[config.mk]
export PLATFORM = sky130hd
export DESIGN_NAME = rptr_handler
export DESIGN_NICKNAME = d
export VERILOG_FILES = /design/src/rtl/rptr_handler.sv
export SDC_FILE = /design/constraint.sdc
export NUM_CORES = 1
export LEC_CHECK = 0
export CAP_MARGIN = 10
export CORE_UTILIZATION = 48
export CTS_CLUSTER_SIZE = 25
export DETAILED_ROUTE_END_ITERATION = 10
export GPL_TIMING_DRIVEN = 0
export PLACE_DENSITY = 0.83
export SLEW_MARGIN = 15
export SYNTH_ARGS = -nofsm -noshare
export SYNTH_HDL_FRONTEND = slang
export SYNTH_SLANG_ARGS = --single-unit
[constraint.sdc]
create_clock -name rclk -period 6.05 [get_ports rclk]
set_input_delay 1.5125 -clock rclk [delete_from_list [all_inputs] [get_ports rclk]]
set_output_delay 1.5125 -clock rclk [all_outputs]
set_load 0.005 [all_outputs]
[src/rtl/rptr_handler.sv]
// Read-side pointer controller for the async FIFO: synchronises the Gray write pointer,
// tracks read pointers and flags, and drives a first-word-fall-through output register.
module rptr_handler #(
  parameter int PTR_WIDTH     = 3,
  parameter int DATA_WIDTH    = 8,
  parameter int AEMPTY_THRESH = 1
) (
  input  logic                  rclk,
  input  logic                  r_rst,
  input  logic [PTR_WIDTH:0]    g_wptr_async,
  input  logic [DATA_WIDTH-1:0] rdata_mem,
  output logic [PTR_WIDTH-1:0]  raddr,
  output logic [PTR_WIDTH:0]    b_rptr,
  output logic [PTR_WIDTH:0]    g_rptr,
  output logic [DATA_WIDTH-1:0] dout,
  output logic                  dout_valid,
  input  logic                  dout_ready,
  output logic                  empty,
  output logic                  almost_empty,
  output logic [PTR_WIDTH:0]    rlevel,
  output logic                  level_err
);

  localparam logic [PTR_WIDTH:0] AE_THRESH = (PTR_WIDTH+1)'(AEMPTY_THRESH);
  localparam logic [PTR_WIDTH:0] DEPTH     = {1'b1, {PTR_WIDTH{1'b0}}};

  logic [PTR_WIDTH:0] s1_reg;
  logic [PTR_WIDTH:0] g_wptr_sync_reg;
  logic [PTR_WIDTH:0] b_wptr_sync;
  logic [PTR_WIDTH:0] b_rptr_next;
  logic [PTR_WIDTH:0] g_rptr_next;
  logic [PTR_WIDTH:0] level_next;
  logic               mem_pop;

  // Gray-to-binary: each binary bit is the XOR of all Gray bits at or above it
  genvar gi;
  generate
    for (gi = 0; gi <= PTR_WIDTH; gi++) begin : g_gray2bin
      assign b_wptr_sync[gi] = ^g_wptr_sync_reg[PTR_WIDTH:gi];
    end
  endgenerate

  assign mem_pop     = !empty && (!dout_valid || dout_ready);
  assign b_rptr_next = b_rptr + {{PTR_WIDTH{1'b0}}, mem_pop};
  assign g_rptr_next = (b_rptr_next >> 1) ^ b_rptr_next;
  assign level_next  = b_wptr_sync - b_rptr_next;
  assign raddr       = b_rptr[PTR_WIDTH-1:0];

  always_ff @(posedge rclk) begin
    if (r_rst) begin
      s1_reg          <= '0;
      g_wptr_sync_reg <= '0;
    end else begin
      s1_reg          <= g_wptr_async;
      g_wptr_sync_reg <= s1_reg;
    end
  end

  // Flags are computed against the synchronised write pointer, so they can only lag reality
  always_ff @(posedge rclk) begin
    if (r_rst) begin
      b_rptr       <= '0;
      g_rptr       <= '0;
      empty        <= 1'b1;
      almost_empty <= 1'b1;
      rlevel       <= '0;
      level_err    <= 1'b0;
    end else begin
      b_rptr       <= b_rptr_next;
      g_rptr       <= g_rptr_next;
      empty        <= (g_rptr_next == g_wptr_sync_reg);
      almost_empty <= (level_next <= AE_THRESH);
      rlevel       <= level_next;
      level_err    <= level_err | (level_next > DEPTH);
    end
  end

  // A pop reloads dout in the same edge a consumed word leaves, keeping one word per cycle
  always_ff @(posedge rclk) begin
    if (r_rst) begin
      dout       <= '0;
      dout_valid <= 1'b0;
    end else if (mem_pop) begin
      dout       <= rdata_mem;
      dout_valid <= 1'b1;
    end else if (dout_valid && dout_ready) begin
      dout_valid <= 1'b0;
    end
  end

endmodule

==> results of run 1 <==
worst max path at each step:
stage | from | end | slack, ps | cells after the start
after floorplan | dout_ready | level_err | 2240 | 11
after global placement | dout_ready | level_err | 1630 | 12
after detailed placement | dout_ready | level_err | 1550 | 12
after CTS | dout_ready | level_err | 1870 | 12
after global routing | dout_ready | almost_empty | 1730 | 12
final | dout_ready | level_err | 1880 | 12
cells by family (layout without fill, tap and decap cells):
kind of cell | count (synthesis) | after routing | share of synthesized area
fa+ha+maj | 5 | 5 | 0.0498
xor+xnor | 16 | 16 | 0.129
buf+inv | 13 | 62 | 0.0518
simple gates | 35 | 35 | 0.137
flops | 31 | 31 | 0.494
compound gates | 9 | 9 | 0.0657
mux | 9 | 9 | 0.0717
layout make-up:
| type | instances | area (um2) | area share |
|---|---|---|---|
| Clock buffer | 8 | 68.8 | 0.0388 |
| Sequential cell | 31 | 621 | 0.350 |
| Buffer | 9 | 50.0 | 0.0282 |
| Inverter | 4 | 15.0 | 0.00847 |
| Multi-Input combinational cell | 74 | 571 | 0.322 |
| Timing Repair Buffer | 41 | 410 | 0.231 |
| Tap cell | 30 | 37.5 | 0.0212 |
synthesized netlist by cell type:
library cell,instances,area (um2)
nor2_1,16,60.1
inv_1,4,15.0
xor2_1,8,70.1
dfxtp_1,31,621
a21bo_2,1,10.0
a221oi_2,1,15.0
buf_4,4,30.0
nand3_1,1,5.00
or2_2,2,12.5
ha_1,5,62.6
o221ai_2,1,15.0
xnor2_2,1,16.3
and3_1,1,6.26
nand2b_1,2,12.5
xnor3_2,1,23.8
mux2i_1,9,90.1
buf_2,1,5.00
a31o_1,2,17.5
o21bai_1,1,7.51
nor2b_1,11,68.8
xnor2_1,6,52.6
clkbuf_1,3,11.3
nand2_1,2,7.51
a21oi_1,2,10.0
a21boi_0,1,7.51
buf_1,1,3.75
layout by cell type (no fill, tap or decap):
master,count
a21bo_2,1
a21boi_0,1
a21oi_1,2
a221oi_2,1
a31o_1,2
and3_1,1
buf_1,1
buf_2,1
buf_4,4
clkbuf_1,4
clkbuf_4,5
clkbuf_8,2
clkdlybuf4s50_1,41
dfxtp_1,31
ha_1,5
inv_1,4
mux2i_1,9
nand2_1,2
nand2b_1,2
nand3_1,1
nor2_1,16
nor2b_1,11
o21bai_1,1
o221ai_2,1
or2_2,2
xnor2_1,6
xnor2_2,1
xnor3_2,1
xor2_1,8
power by group:
part | internal, mW | switching [mW] | leakage (nW)
clock | 0.0683 | 0.0667 | 0.0386
sequential | 0.248 | 0.0201 | 0.255
combinational | 0.179 | 0.130 | 0.443
total | 0.496 | 0.216 | 0.737
through the flow:
| stage | util | total power [mW] | hold slack, ps | instance area, um2 |
|---|---|---|---|---|
| 3_3_place_gp | 0.688 | 0.570 | 420 | 1700 |
| 6_report | 0.716 | 0.712 | 443 | 1770 |
| 5_1_grt | 0.716 | 0.760 | 469 | 1770 |
| 2_1_floorplan | - | 0.452 | 414 | 1260 |
| 4_1_cts | 0.716 | 0.720 | 448 | 1770 |
| 3_5_place_dp | 0.688 | 0.583 | 420 | 1700 |
critical path, cell delays in order:
cell and delay, ps:
clkdlybuf4s50_1 390, nand2b_1 150, nor2b_1 130, buf_2 200, ha_1 250, ha_1 230
xnor2_1 400, ha_1 350, a21bo_2 220, o221ai_2 100, xnor2_1 180, a221oi_2 290
layer usage:
metal | wire (um) | GRT usage | up-vias
li1 | - | - | 471
met1 | 1050 | 0.214 | 439
met4 | 14 | 0.0658 | 0
met2 | 1270 | 0.340 | 22
met5 | 0 | 0 | -
met3 | 106 | 0.0805 | 2
==> metrics.csv, run 1 <==
stage;metric;value;unit
global_routing;grt_pass1_vias;883;
timing;timing.setup.tns;0;ps
global_routing;overflow;0;
floorplan;dieArea;0.00283;mm2
floorplan;io_pins;42;
cells_and_area;fillerInstances;195;
yosys;synth_cells;118;
global_routing;grt_usage;0.196;
worst_hold_path;hold_path.class;register to register;
timing;slew_viol_final;0;
setup_path;r2r_end;level_err;
detailed_routing;totalWireLength;2440;um
timing;layout_min_cycle_time;4170;ps
floorplan;row_count;18;
power_and_ir_drop;p_leak;0.737;nW
setup_path;reg2reg_depth;11;
detailed_routing;drc;0;
placed_design;dp.cells;189;
detailed_routing;vias_per_cell;4.74;
timing;clock.fmax;240;MHz
timing;slew_headroom;0.674;
setup_path;end_kind;register;
placed_design;gp_congestion;0.774;
yosys;yosys_warnings;0;
run;maxCapViolCount;0;
yosys;synth_area;0.00126;mm2
detailed_routing;drt_iter0_drc;7;
clock_tree;post-cts-setup-buffer-count;0;
placed_design;hpwl;1840;um
clock_tree;cts_root_buffer;clkbuf_4;
detailed_routing;wire_per_inst;12.4;um
timing;tightest_slew;489;ps
setup_path;crit_fanout;9;
global_routing;antenna_found_initial;0;
cells_and_area;fin_cells;197;
setup_path;timing.rr.start;dout_valid;
timing;fin_skew;7.08;ps
cells_and_area;regMostFlops;dout;
cells_and_area;diodes;0;
timing;final_hold_viol_count;0;
yosys;synth_seq_cells;31;
power_and_ir_drop;ir_worst_vdd;0.337;mV
clock_tree;cts.sinks;31;
clock_tree;htree_levels;2;
worst_hold_path;hold_start;s1_reg[1];
clock_tree;cts.path.max_buffers;2;
setup_path;start_kind;input pin;
yosys;syn_nets;138;
power_and_ir_drop;cellPowerDensity;402;mW/mm2
clock_tree;cts_tree;done;
clock_tree;post_cts_resize_count;0;
cells_and_area;nNetsFinal;186;
setup_path;arrival;4400;ps
setup_path;r2r_slack;3200;ps
cells_and_area;area_delta_synth_final;41.1;%
clock_tree;cts_buffers;5;
placed_design;pre_cts_slack;1550;ps
worst_hold_path;min_path_cells;1;
setup_path;worstPathRequired;6290;ps
timing;fin_crit_sh;0.689;
setup_path;crit_type;input pin to register;
placed_design;numPortBuffers;41;
detailed_routing;dr_total_vias;934;
cells_and_area;largest_reg_flops;8;
floorplan;floorplan.initialDensity;0.507;
floorplan;die_h;53.2;um
yosys;ys_seq_area_frac;0.494;
timing;rsz0062_at_grt;no;
detailed_routing;drtAntennaViolNets;0;
timing;fin_ws;1880;ps
yosys;synth_cell_types;26;
clock_tree;clk_latency;320;ps
status;outcome;finished clean;
cells_and_area;drive_gt1_frac;0.114;
global_routing;grt_max_degree;11;
clock_tree;hold_buffers;0;
worst_hold_path;min_to;g_wptr_sync_reg[1];
timing;setup_violations;0;
floorplan;die_w;53.2;um
yosys;synth_area_per_cell;10.6;um2
global_routing;grt_pass1_wl;3840;um
floorplan;core_area;0.00248;mm2
clock_tree;clk_pin_slew_worst_paths;90;ps
detailed_routing;drt_pre_antenna_iters;4;
(Power assumes the default switching activity.)
==> run 2: changes to the inputs <==
--- a/config.mk
+++ b/config.mk
@@ -6,11 +6,11 @@
 export NUM_CORES = 1
 export LEC_CHECK = 0
 export CAP_MARGIN = 10
-export CORE_UTILIZATION = 48
+export CORE_UTILIZATION = 40
 export CTS_CLUSTER_SIZE = 25
 export DETAILED_ROUTE_END_ITERATION = 10
 export GPL_TIMING_DRIVEN = 0
-export PLACE_DENSITY = 0.83
+export PLACE_DENSITY = 0.74
 export SLEW_MARGIN = 15
 export SYNTH_ARGS = -nofsm -noshare
 export SYNTH_HDL_FRONTEND = slang
==> constraint.sdc (replaced) <==
create_clock -name rclk -period 3.35 [get_ports rclk]
set_input_delay 0.8375 -clock rclk [delete_from_list [all_inputs] [get_ports rclk]]
set_output_delay 0.8375 -clock rclk [all_outputs]
set_load 0.005 [all_outputs]
==> run 2 against run 1 <==
The flow now finishes with violations (DRC). Critical path depth did not move. Die area up 19%. Register-to-register slack lost 2400 ps. Core utilization fell by 8.1 points. Worst setup slack worse by 1700 ps. Clock power grew 78%. Clock skew grew 4.3 ps. Via count shrank 3.0%. Sequential share of layout area is 1.0 points lower. Critical path type unchanged. Critical endpoint unchanged. Largest power group unchanged. Highest routed layer unchanged.
==> metrics.csv, run 2 (synthesis gave the netlist of run 1 again) <==
stage;metric;value;unit;change
power_and_ir_drop;cellPowerDensity;722;mW/mm2;+80%
detailed_routing;drtAntennaViolNets;0;;unchanged
floorplan;floorplan.initialDensity;0.437;;-0.0704
floorplan;io_pins;42;;unchanged
worst_hold_path;hold_start;s1_reg[2];;
power_and_ir_drop;p_leak;0.748;nW;+1.6%
floorplan;die_w;58.0;um;+9.2%
cells_and_area;nNetsFinal;187;;+0.54%
timing;layout_min_cycle_time;3140;ps;
cells_and_area;ff_latch_area;621;um2;unchanged
floorplan;core_area;0.00288;mm2;+16%
power_and_ir_drop;total_power;1.32;mW;+85%
clock_tree;cts.path.max_buffers;2;;unchanged
setup_path;reg2reg_depth;11;;unchanged
floorplan;row_count;19;;+1
setup_path;timing.rr.start;dout_valid;;
cells_and_area;fillerInstances;254;;+30%
global_routing;grt_pass1_wl;4130;um;+7.7%
placed_design;hpwl;1850;um;+0.69%
clock_tree;clk_latency;320;ps;about the same
power_and_ir_drop;ir_worst_vdd;0.499;mV;+48%
timing;timing.setup.tns;0;ps;unchanged
run;maxCapViolCount;0;;unchanged
detailed_routing;vias_per_cell;4.31;;-9.0%
placed_design;gp_congestion;0.731;;-5.6%
detailed_routing;drc;1;;+1
global_routing;grt_pass1_vias;925;;+4.8%
floorplan;dieArea;0.00337;mm2;+19%
cells_and_area;area_delta_synth_final;45.3;%;
cells_and_area;drive_gt1_frac;0.149;;+0.0350
floorplan;die_h;58.0;um;+9.2%
timing;clock.fmax;319;MHz;
placed_design;numPortBuffers;41;;unchanged
cells_and_area;multi_input_area;591;um2;+3.5%
global_routing;antenna_found_initial;0;;unchanged
detailed_routing;drt_iter0_drc;22;;+15
setup_path;arrival;3370;ps;-1030 ps
timing;slew_headroom;0.668;;-0.00589
status;outcome;finished, violations left;;
setup_path;crit_type;input pin to register;;
setup_path;start_kind;input pin;;
worst_hold_path;hold_path.class;register to register;;
clock_tree;clk_pin_slew_worst_paths;100;ps;about the same
setup_path;r2r_end;level_err;;
setup_path;cp-endpoint;level_err;;
cells_and_area;diodes;0;;unchanged
clock_tree;htree_levels;2;;unchanged
cells_and_area;largest_reg_flops;8;;unchanged
global_routing;overflow;0;;unchanged
setup_path;cp-startpoint;dout_ready;;
timing;final_hold_viol_count;0;;unchanged
detailed_routing;drt_pre_antenna_iters;9;;+5
timing;tightest_slew;497;ps;+8.84 ps
cells_and_area;regMostFlops;dout;;
timing;fin_skew;11.4;ps;+4.30 ps
clock_tree;cts_tree;done;;
cells_and_area;final_common_cell;clkdlybuf4s50_1;;
detailed_routing;dr_total_vias;906;;-3.0%
timing;slew_viol_final;0;;unchanged
clock_tree;cts_buffers;5;;unchanged
clock_tree;hold_buffers;0;;unchanged
global_routing;grt_max_degree;11;;unchanged
detailed_routing;totalWireLength;2420;um;-0.86%
timing;setup_violations;0;;unchanged
clock_tree;cts.sinks;31;;unchanged
setup_path;r2r_slack;850;ps;-2350 ps
setup_path;end_kind;register;;
cells_and_area;layout_common_cells;clkdlybuf4s50_1, dfxtp_1, nor2_1;;
setup_path;worstPathRequired;3590;ps;-2700 ps
setup_path;crit_fanout;5;;-4
timing;rsz0062_at_grt;no;;
global_routing;grt_usage;0.168;;-0.0281
status;violations;DRC;;
clock_tree;cts_root_buffer;clkbuf_4;;
timing;fin_crit_sh;0.936;;
detailed_routing;wire_per_inst;11.5;um;-7.0%
==> run 2: changes by cell type in the layout (fill, tap and decap cells not counted) <==
cell,change
xnor2_1,-2
ha_2,+2
ha_1,-2
xnor2_2,+2
clkbuf_1,-1
buf_2,-1
buf_6,+1
buf_4,+2
==> run 2: how the worst min path moves through the flow <==
stage                              end  slack, ps  depth (start not counted)
floorplan           g_wptr_sync_reg[0]        410                          1
global placement    g_wptr_sync_reg[1]        420                          1
detailed placement  g_wptr_sync_reg[0]        420                          1
CTS                 g_wptr_sync_reg[2]        440                          1
global route        g_wptr_sync_reg[2]        440                          1
finish              g_wptr_sync_reg[2]        430                          1
==> run 2: metrics by stage <==
step / worst slack, ps / instances / hold WS [ps] / util / area [um2]
2_1_floorplan: 216 / 118 / 414 / - / 1260
3_3_place_gp: -414 / 201 / 420 / 0.598 / 1720
3_5_place_dp: -491 / 201 / 424 / 0.598 / 1720
4_1_cts: 37.4 / 209 / 438 / 0.628 / 1810
6_report: 214 / 210 / 434 / 0.635 / 1830
5_1_grt: 30.5 / 210 / 443 / 0.635 / 1830
==> run 2: layer usage <==
| metal | up-vias | GRT usage | share of wire |
|---|---|---|---|
| met2 | 20 | 0.286 | 0.52 |
| met5 | - | 0 | 0 |
| met1 | 406 | 0.194 | 0.43 |
| met3 | 5 | 0.0603 | 0.035 |
| met4 | 0 | 0.0612 | 0.017 |
| li1 | 475 | - | - |
==> run 2: area by class of cell <==
cell class / count / area share
multi-input cells: 74 / 0.324
plain buffers: 8 / 0.0288
inverters: 4 / 0.00822
clock buffers: 8 / 0.0377
repair buffers: 43 / 0.233
flip-flops and latches: 31 / 0.340
well taps: 42 / 0.0288
==> run 2: repair_timing <==
action,CTS,global route
endpoints found under the setup margin,3,4
setup buffers,0,2
resized for setup,3,3
==> run 2: worst max-delay path, stage by stage <==
cell	delay (ps)
clkdlybuf4s50_1	390
nand2b_1	150
nor2b_1	140
buf_6	110
ha_2	180
ha_2	200
xnor2_2	270
ha_1	320
a21bo_2	210
o221ai_2	110
xnor2_2	180
a221oi_2	270
==> run 2: power breakdown <==
part | total [mW] | switching, mW | internal (mW)
Clock | 0.240 | 0.117 | 0.123
Combinational | 0.594 | 0.241 | 0.353
Sequential | 0.485 | 0.0361 | 0.448
